**src/rtl/rr_decode_arbiter.sv**
```systemverilog
// rr_decode_arbiter: four-way round-robin arbiter with registered index and decoded one-hot grant,
// hold timeout and a one-cycle bubble between owners.
module rr_decode_arbiter #(
  parameter int MAX_HOLD = 8
) (
  input  logic       clk,
  input  logic       rst_n,
  input  logic       en,
  input  logic [3:0] req,
  input  logic       done,
  output logic [3:0] gnt,
  output logic [1:0] gnt_idx,
  output logic       gnt_valid,
  output logic       timeout,
  output logic       busy
);
  typedef enum logic [1:0] {IDLE, GRANT, GAP} state_t;
  state_t state, state_n;
  logic [1:0] ptr, ptr_n, idx_n, win;
  logic [7:0] hold_cnt, cnt_n;
  logic valid_n, to_n, expire, release_g;
  always_comb begin
    win = ptr;
    for (int k = 3; k >= 0; k--)
      if (req[ptr + 2'(k)]) win = ptr + 2'(k);
  end
  assign expire    = hold_cnt == 8'(MAX_HOLD - 1);
  assign release_g = done | ~req[gnt_idx] | expire;
  // GAP arbitrates on its closing edge so a handoff costs exactly one empty cycle
  always_comb begin
    state_n = state;
    ptr_n   = ptr;
    idx_n   = gnt_idx;
    valid_n = gnt_valid;
    cnt_n   = hold_cnt;
    to_n    = 1'b0;
    case (state)
      GRANT: begin
        cnt_n = hold_cnt + 8'd1;
        if (release_g) begin
          valid_n = 1'b0;
          ptr_n   = gnt_idx + 2'd1;
          state_n = GAP;
          to_n    = expire & ~done & req[gnt_idx];
        end
      end
      default: begin
        state_n = IDLE;
        if (en && |req) begin
          idx_n   = win;
          valid_n = 1'b1;
          cnt_n   = 8'd0;
          state_n = GRANT;
        end
      end
    endcase
  end
  always_ff @(posedge clk) begin
    if (!rst_n) begin
      state     <= IDLE;
      ptr       <= 2'd0;
      hold_cnt  <= 8'd0;
      gnt       <= 4'b0000;
      gnt_idx   <= 2'd0;
      gnt_valid <= 1'b0;
      timeout   <= 1'b0;
      busy      <= 1'b0;
    end else begin
      state     <= state_n;
      ptr       <= ptr_n;
      hold_cnt  <= cnt_n;
      gnt       <= valid_n ? 4'b0001 << idx_n : 4'b0000;
      gnt_idx   <= idx_n;
      gnt_valid <= valid_n;
      timeout   <= to_n;
      busy      <= state_n != IDLE;
    end
  end
endmodule

```
**config.mk**
```make
export PLATFORM = sky130hd
export DESIGN_NAME = rr_decode_arbiter
export DESIGN_NICKNAME = d
export VERILOG_FILES = /design/src/rtl/rr_decode_arbiter.sv
export SDC_FILE = /design/constraint.sdc
export NUM_CORES = 1
export LEC_CHECK = 0
export CORE_UTILIZATION = 51
export CTS_CLUSTER_DIAMETER = 150
export CTS_CLUSTER_SIZE = 25
export DETAILED_ROUTE_END_ITERATION = 10
export PLACE_DENSITY = 0.77
export SLEW_MARGIN = 20
export SYNTH_ARGS = -nofsm -noshare
export SYNTH_HDL_FRONTEND = slang
export SYNTH_SLANG_ARGS = --single-unit
```
**constraint.sdc**
```tcl
create_clock -name clk -period 2.5 [get_ports clk]
set_clock_uncertainty 0.1 [all_clocks]
set_input_delay 0.5 -clock clk [delete_from_list [all_inputs] [get_ports clk]]
set_output_delay 0.5 -clock clk [all_outputs]
set_load 0.01 [all_outputs]
```
==> results.sh, run 1 <==
export IMPL_synth_area_leader_cell="dfxtp_1"
export IMPL_async_flop_share=0
export IMPL_grt_pass1_wl_um=3280
export IMPL_relSlewSlack=0.589
export IMPL_grtUsageTotal=0.218
export IMPL_end_kind="flip-flop"
export IMPL_gr_total_overflow=0
export IMPL_synth_area_top_cells="dfxtp_1 42%, nor2b_1 5.6%, a21oi_1 5.0%"
export IMPL_core_area_um2=1780
export IMPL_design_die_area_um2=2150
export IMPL_hpwl_um=1460
export IMPL_synthXorXnorAreaFrac=0.00871
export IMPL_r2r_cells=5
export IMPL_area_growth_pct=21.3
export IMPL_fin_cells=156
export IMPL_ys_warn_count=0
export IMPL_grt_use_met1=0.317
export IMPL_worstSkewPairLatency_ns=0.29
export IMPL_fin_crit_ns=2.10
export IMPL_critPathMaxFanout=9
export IMPL_yosysSeqAreaShare=0.418
export IMPL_root_buffer="clkbuf_4"
export IMPL_pre_cts_ws_ns=0.0987
export IMPL_p_total_uw=654
export IMPL_met2_usage=0.300
export IMPL_ant_nets=0
export IMPL_ctsResizeCount=0
export IMPL_vias=894
export IMPL_maxSlewViolCount=0
export IMPL_route_detailed_drc=0
export IMPL_syn_inst=114
export IMPL_grt_use_met3=0.0471
export IMPL_r2r_start="hold_cnt[3]$_SDFFE_PN0P_"
export IMPL_top_usage_layer="met1"
export IMPL_ys_flop_type="dfxtp_1"
export IMPL_dp_cells=152
export IMPL_yosys_cell_count_top_type="dfxtp_1"
export IMPL_drive_gt1_frac=0.0763
export IMPL_fin_crit_sh=0.840
export IMPL_final_util=0.684
export IMPL_min_delay_path_depth=1
export IMPL_finalWorstSetupSlack_ns=0.400
export IMPL_via_per_inst=5.73
export IMPL_gp_congestion=0.868
export IMPL_layout_nets=141
export IMPL_ys_ff_latch=21
export IMPL_antenna_found_initial=0
export IMPL_clk_transition_reported_paths_ns=0.11
export IMPL_cts_tree="done"
export IMPL_status="finished, final reports clean"
export IMPL_rsz0062_at_grt="false"
export IMPL_hold_viol=0
export IMPL_clockBufferDepth=2
export IMPL_synth_enable_flop_cells=0
export IMPL_ir_drop_uv=306
export IMPL_synth_mux_area_frac=0.0435
export IMPL_r2r_end="ptr[0]$_SDFFE_PN0P_"
export IMPL_synth_area_per_cell_um2=8.82
export IMPL_grt_pass1_vias=751
export IMPL_cap_violations=0
export IMPL_r2r_slack_ns=0.60
export IMPL_ctsHoldBuffers=0
export IMPL_initial_core_util=0.564
export IMPL_synthAdderAreaFrac=0.0124
export IMPL_worst_ep_required_time_ns=2.60
export IMPL_ios=17
export IMPL_p_per_area_nw_per_um2=536
export IMPL_row_count=15
export IMPL_setup_tns_ns=0
export IMPL_synth_compound_area_share=0.218
export IMPL_io_buffers=16
export IMPL_n_antenna_cell=0
export IMPL_drtPass1Iterations=4
export IMPL_chipHeight_um=46.4
export IMPL_cts_setup_buffers=0
export IMPL_fmax_mhz=476
export IMPL_drtIter0Drc=25
export IMPL_worst_pin_slew_ns=0.615
export IMPL_leakage_nw=0.479
export IMPL_design_area_um2=1220
export IMPL_hold_class="flip-flop to flip-flop"
export IMPL_grt_max_degree=12
export IMPL_dpl_cell_area_um2=1190
export IMPL_worstSetupPathType="primary input to flip-flop"
export IMPL_arrival_ns=2.20
export IMPL_syn_area_um2=1010
export IMPL_start_kind="primary input"
export IMPL_die_x_um=46.4
export IMPL_yosysUniqueCellTypes=37
export IMPL_routed_wl_um=2010
export IMPL_cts_buffers=3
export IMPL_cts_sinks=21
export IMPL_htree_levels=1
export IMPL_synth_top_family_by_area="simple AND/OR/NAND/NOR gates"
export IMPL_wl_per_cell_um=12.9
export IMPL_min_to="hold_cnt[5]$_SDFFE_PN0P_"
export IMPL_hold_start="hold_cnt[5]$_SDFFE_PN0P_"
export IMPL_holdWs_ns=0.384
export IMPL_synthSimpleGateAreaFrac=0.277
export IMPL_synth_top_cell_area_share=0.418
export IMPL_setup_violations=0
export IMPL_ys_top_cells_by_count="21 x dfxtp_1, 11 x nor2_1, 10 x a21oi_1"
export IMPL_synth_net_count=123
## worst max path at each step
stage	start	end	slack [ns]	cells after the start
detailed placement	req[3]	gnt[1]$_SDFF_PP0_	0.1	6
floorplan	req[3]	gnt[1]$_SDFF_PP0_	0.60	6
finish	req[3]	gnt[1]$_SDFF_PP0_	0.40	6
global placement	req[3]	gnt[1]$_SDFF_PP0_	0.11	6
CTS	req[3]	gnt[1]$_SDFF_PP0_	0.42	6
global route	req[0]	gnt_idx[0]$_SDFF_PN0_	0.30	5
## cells in the final DEF (no fill, tap or decap), types with 3 or more instances in the layout
| cell type | count |
|---|---|
| clkdlybuf4s50_1 | 16 |
| clkbuf_4 | 3 |
| o21ai_0 | 4 |
| o21ai_1 | 4 |
| nor2b_1 | 9 |
| and3_1 | 3 |
| dfxtp_1 | 21 |
| nor2_1 | 11 |
| nand3_1 | 6 |
| and2_1 | 3 |
| a21oi_1 | 10 |
| nand2_1 | 6 |
## kinds of logic after synthesis
kind of cell / count (synthesis)
multiplexers: 3
XOR/XNOR: 1
flip-flops: 21
AO/OA/AOI/OAI: 32
adder cells (fa/ha/maj): 1
AND/OR/NAND/NOR: 50
buffers and inverters: 6
## area by class of cell
class                           instances  area [µm²]
Multi-Input combinational cell         87         563
Fill cell                             147         563
Sequential cell                        21         420
Timing Repair Buffer                   18         175
Tap cell                               25        31.3
Clock buffer                            4        26.3
Inverter                                1        3.75
## registers in the layout (all words and copies together) (netlist names)
signal	flops
busy	1
gnt	4
gnt_idx	2
gnt_valid	1
hold_cnt	8
ptr	2
state	2
timeout	1
## critical path, cell delays in order
cell and delay, ns:
clkdlybuf4s50_1 0.62, and3b_1 0.21, or4_1 0.39, a31oi_1 0.27, nand2b_1 0.16, nor2_1 0.04
## where the power goes
part | internal, mW | leakage, nW | switching (mW) | total (mW)
Combinational | 0.0670 | 0.293 | 0.0640 | 0.131
Sequential | 0.352 | 0.171 | 0.0136 | 0.365
Clock | 0.0621 | 0.0150 | 0.0964 | 0.158
Total | 0.481 | 0.479 | 0.174 | 0.654
## metal layers
| layer | wire, µm | vias to the layer above |
|---|---|---|
| li1 | - | 447 |
| met1 | 941 | 402 |
| met2 | 874 | 43 |
| met3 | 174 | 2 |
| met4 | 15 | 0 |
| met5 | 0 | - |
(Power assumes the default switching activity.)
==> run 2: changes to the inputs <==
- clock period: 2.5 -> 2.1 ns (I/O delays scaled with it)
==> run 2 against run 1 <==
Compared with the run above:
- die area did not move
- count of clock-buffer cells in the layout did not move
- setup slack got worse by 0.29 ns
- critical path depth fell by 1
- critical path type unchanged
- largest cell class unchanged
- largest power group unchanged
- highest routed layer unchanged
==> results.sh, run 2 (synthesis results as in run 1) <==
export IMPL_antenna_found_initial=0
export IMPL_end_kind="flip-flop"
export IMPL_wl_met3_um=107
export IMPL_wl_per_cell_um=13.5
export IMPL_area_growth_pct=26.5
export IMPL_layout_common_cells="21 x dfxtp_1, 16 x clkdlybuf4s50_1, 11 x nor2_1"
export IMPL_p_per_area_nw_per_um2=630
export IMPL_min_to="hold_cnt[6]$_SDFFE_PN0P_"
export IMPL_finalWorstSetupSlack_ns=0.107
export IMPL_r2r_end="ptr[0]$_SDFFE_PN0P_"
export IMPL_final_common_cell="dfxtp_1"
export IMPL_via_per_inst=5.61
export IMPL_rsz0062_at_grt="false"
export IMPL_ctsHoldBuffers=0
export IMPL_root_buffer="clkbuf_4"
export IMPL_clockBufferDepth=2
export IMPL_r2r_cells=5
export IMPL_layout_nets=148
export IMPL_arrival_ns=2.10
export IMPL_worstSkewPairLatency_ns=0.31
export IMPL_fin_crit_sh=0.949
export IMPL_largest_reg_flops=8
export IMPL_multi_input_area_um2=563
export IMPL_grt_max_degree=12
export IMPL_core_area_um2=1780
export IMPL_ir_drop_uv=519
export IMPL_wl_met2_um=982
export IMPL_regArea_um2=420
export IMPL_htree_levels=1
export IMPL_cap_violations=0
export IMPL_gr_total_overflow=0
export IMPL_min_delay_path_depth=1
export IMPL_initial_core_util=0.564
export IMPL_grt_pass1_wl_um=3350
export IMPL_design_die_area_um2=2150
export IMPL_r2r_start="hold_cnt[3]$_SDFFE_PN0P_"
export IMPL_row_count=15
export IMPL_cts_sinks=21
export IMPL_nFillCells=165
export IMPL_status="finished, final reports clean"
export IMPL_topRoutingLayerUsed="met4"
export IMPL_r2r_slack_ns=0.18
export IMPL_io_buffers=16
export IMPL_start_kind="primary input"
export IMPL_ant_nets=0
export IMPL_clk_transition_reported_paths_ns=0.12
export IMPL_cts_setup_buffers=0
export IMPL_pre_cts_ws_ns=-0.199
export IMPL_slowest_delay_ns=0.54
export IMPL_hold_class="flip-flop to flip-flop"
export IMPL_hpwl_um=1670
export IMPL_chipHeight_um=46.4
export IMPL_drtPass1Iterations=4
export IMPL_route_detailed_drc=0
export IMPL_top_register="hold_cnt"
export IMPL_worst_pin_slew_ns=0.470
export IMPL_drtIter0Drc=20
export IMPL_setup_violations=0
export IMPL_routed_wl_um=2200
export IMPL_hold_start="hold_cnt[6]$_SDFFE_PN0P_"
export IMPL_cts_buffers=3
export IMPL_cp_cell_sequence="clkdlybuf4s50_1 -> o41ai_1 -> nor2_1 -> mux2_2 -> and2_1"
export IMPL_crit_family="buffers and inverters"
export IMPL_n_antenna_cell=0
export IMPL_maxSlewViolCount=0
export IMPL_hold_viol=0
export IMPL_grtUsageTotal=0.224
export IMPL_die_x_um=46.4
export IMPL_worst_ep_required_time_ns=2.21
export IMPL_relSlewSlack=0.686
export IMPL_ios=17
export IMPL_drive_gt1_frac=0.123
export IMPL_top_regs="hold_cnt: 8 flops, gnt: 4 flops"
export IMPL_gp_congestion=0.871
export IMPL_critPathMaxFanout=8
export IMPL_final_util=0.714
export IMPL_path_buf_inv=1
export IMPL_cts_tree="done"
export IMPL_fmax_mhz=502
export IMPL_worstSetupPathType="primary input to flip-flop"
export IMPL_leakage_nw=0.513
export IMPL_vias=914
export IMPL_drt_met1_wl_um=1090
export IMPL_critPathSlowestCell="clkdlybuf4s50_1"
export IMPL_ctsResizeCount=0
export IMPL_fin_crit_ns=1.99
export IMPL_grt_pass1_vias=792
export IMPL_p_total_uw=802
[run 2: changes by cell type in the layout (fill, tap and decap cells not counted), sizes merged]
cell,before,now
buf,2,9
[run 2: worst max path at each step]
| stage | start | endpoint | slack, ns | cells past startpoint |
|---|---|---|---|---|
| final | req[0] | gnt_idx[0]$_SDFF_PN0_ | 0.11 | 5 |
| after global routing | req[0] | gnt_idx[0]$_SDFF_PN0_ | 0.03 | 5 |
| after CTS | req[0] | gnt_idx[0]$_SDFF_PN0_ | 0.13 | 5 |
| after detailed placement | req[0] | gnt[1]$_SDFF_PP0_ | -0.20 | 6 |
| after global placement | req[0] | gnt[3]$_SDFF_PN0_ | -0.14 | 6 |
| after floorplan | req[3] | gnt[1]$_SDFF_PP0_ | 0.28 | 6 |
[run 2: cell type report]
| type | count | share of cell area |
|---|---|---|
| well taps | 25 | 0.0246 |
| repair buffers | 25 | 0.179 |
| clock buffers | 4 | 0.0206 |
| multi-input cells | 87 | 0.442 |
| flip-flops and latches | 21 | 0.330 |
| inverters | 1 | 0.00295 |
[run 2: per-layer routing]
layer / up-vias / global-route usage
met2: 30 / 0.331
met1: 421 / 0.304
li1: 461 / -
met3: 2 / 0.0392
met4: 0 / 0.124
met5: - / 0
[run 2: power by group]
part | switching (mW) | internal [mW] | total [mW]
registers | 0.0158 | 0.419 | 0.434
logic | 0.0790 | 0.0910 | 0.170
clock network | 0.124 | 0.0741 | 0.198
total | 0.218 | 0.584 | 0.802
[run 2: metrics by stage]
step	std cells	TNS [ns]	hold slack (ns)	instance area (µm²)
final	163	0	0.391	1270
after CTS	163	0	0.392	1270
after global placement	159	-1.00	0.354	1250
after floorplan	114	0	0.330	1010
after detailed placement	159	-1.61	0.367	1250
after global routing	163	0	0.404	1270
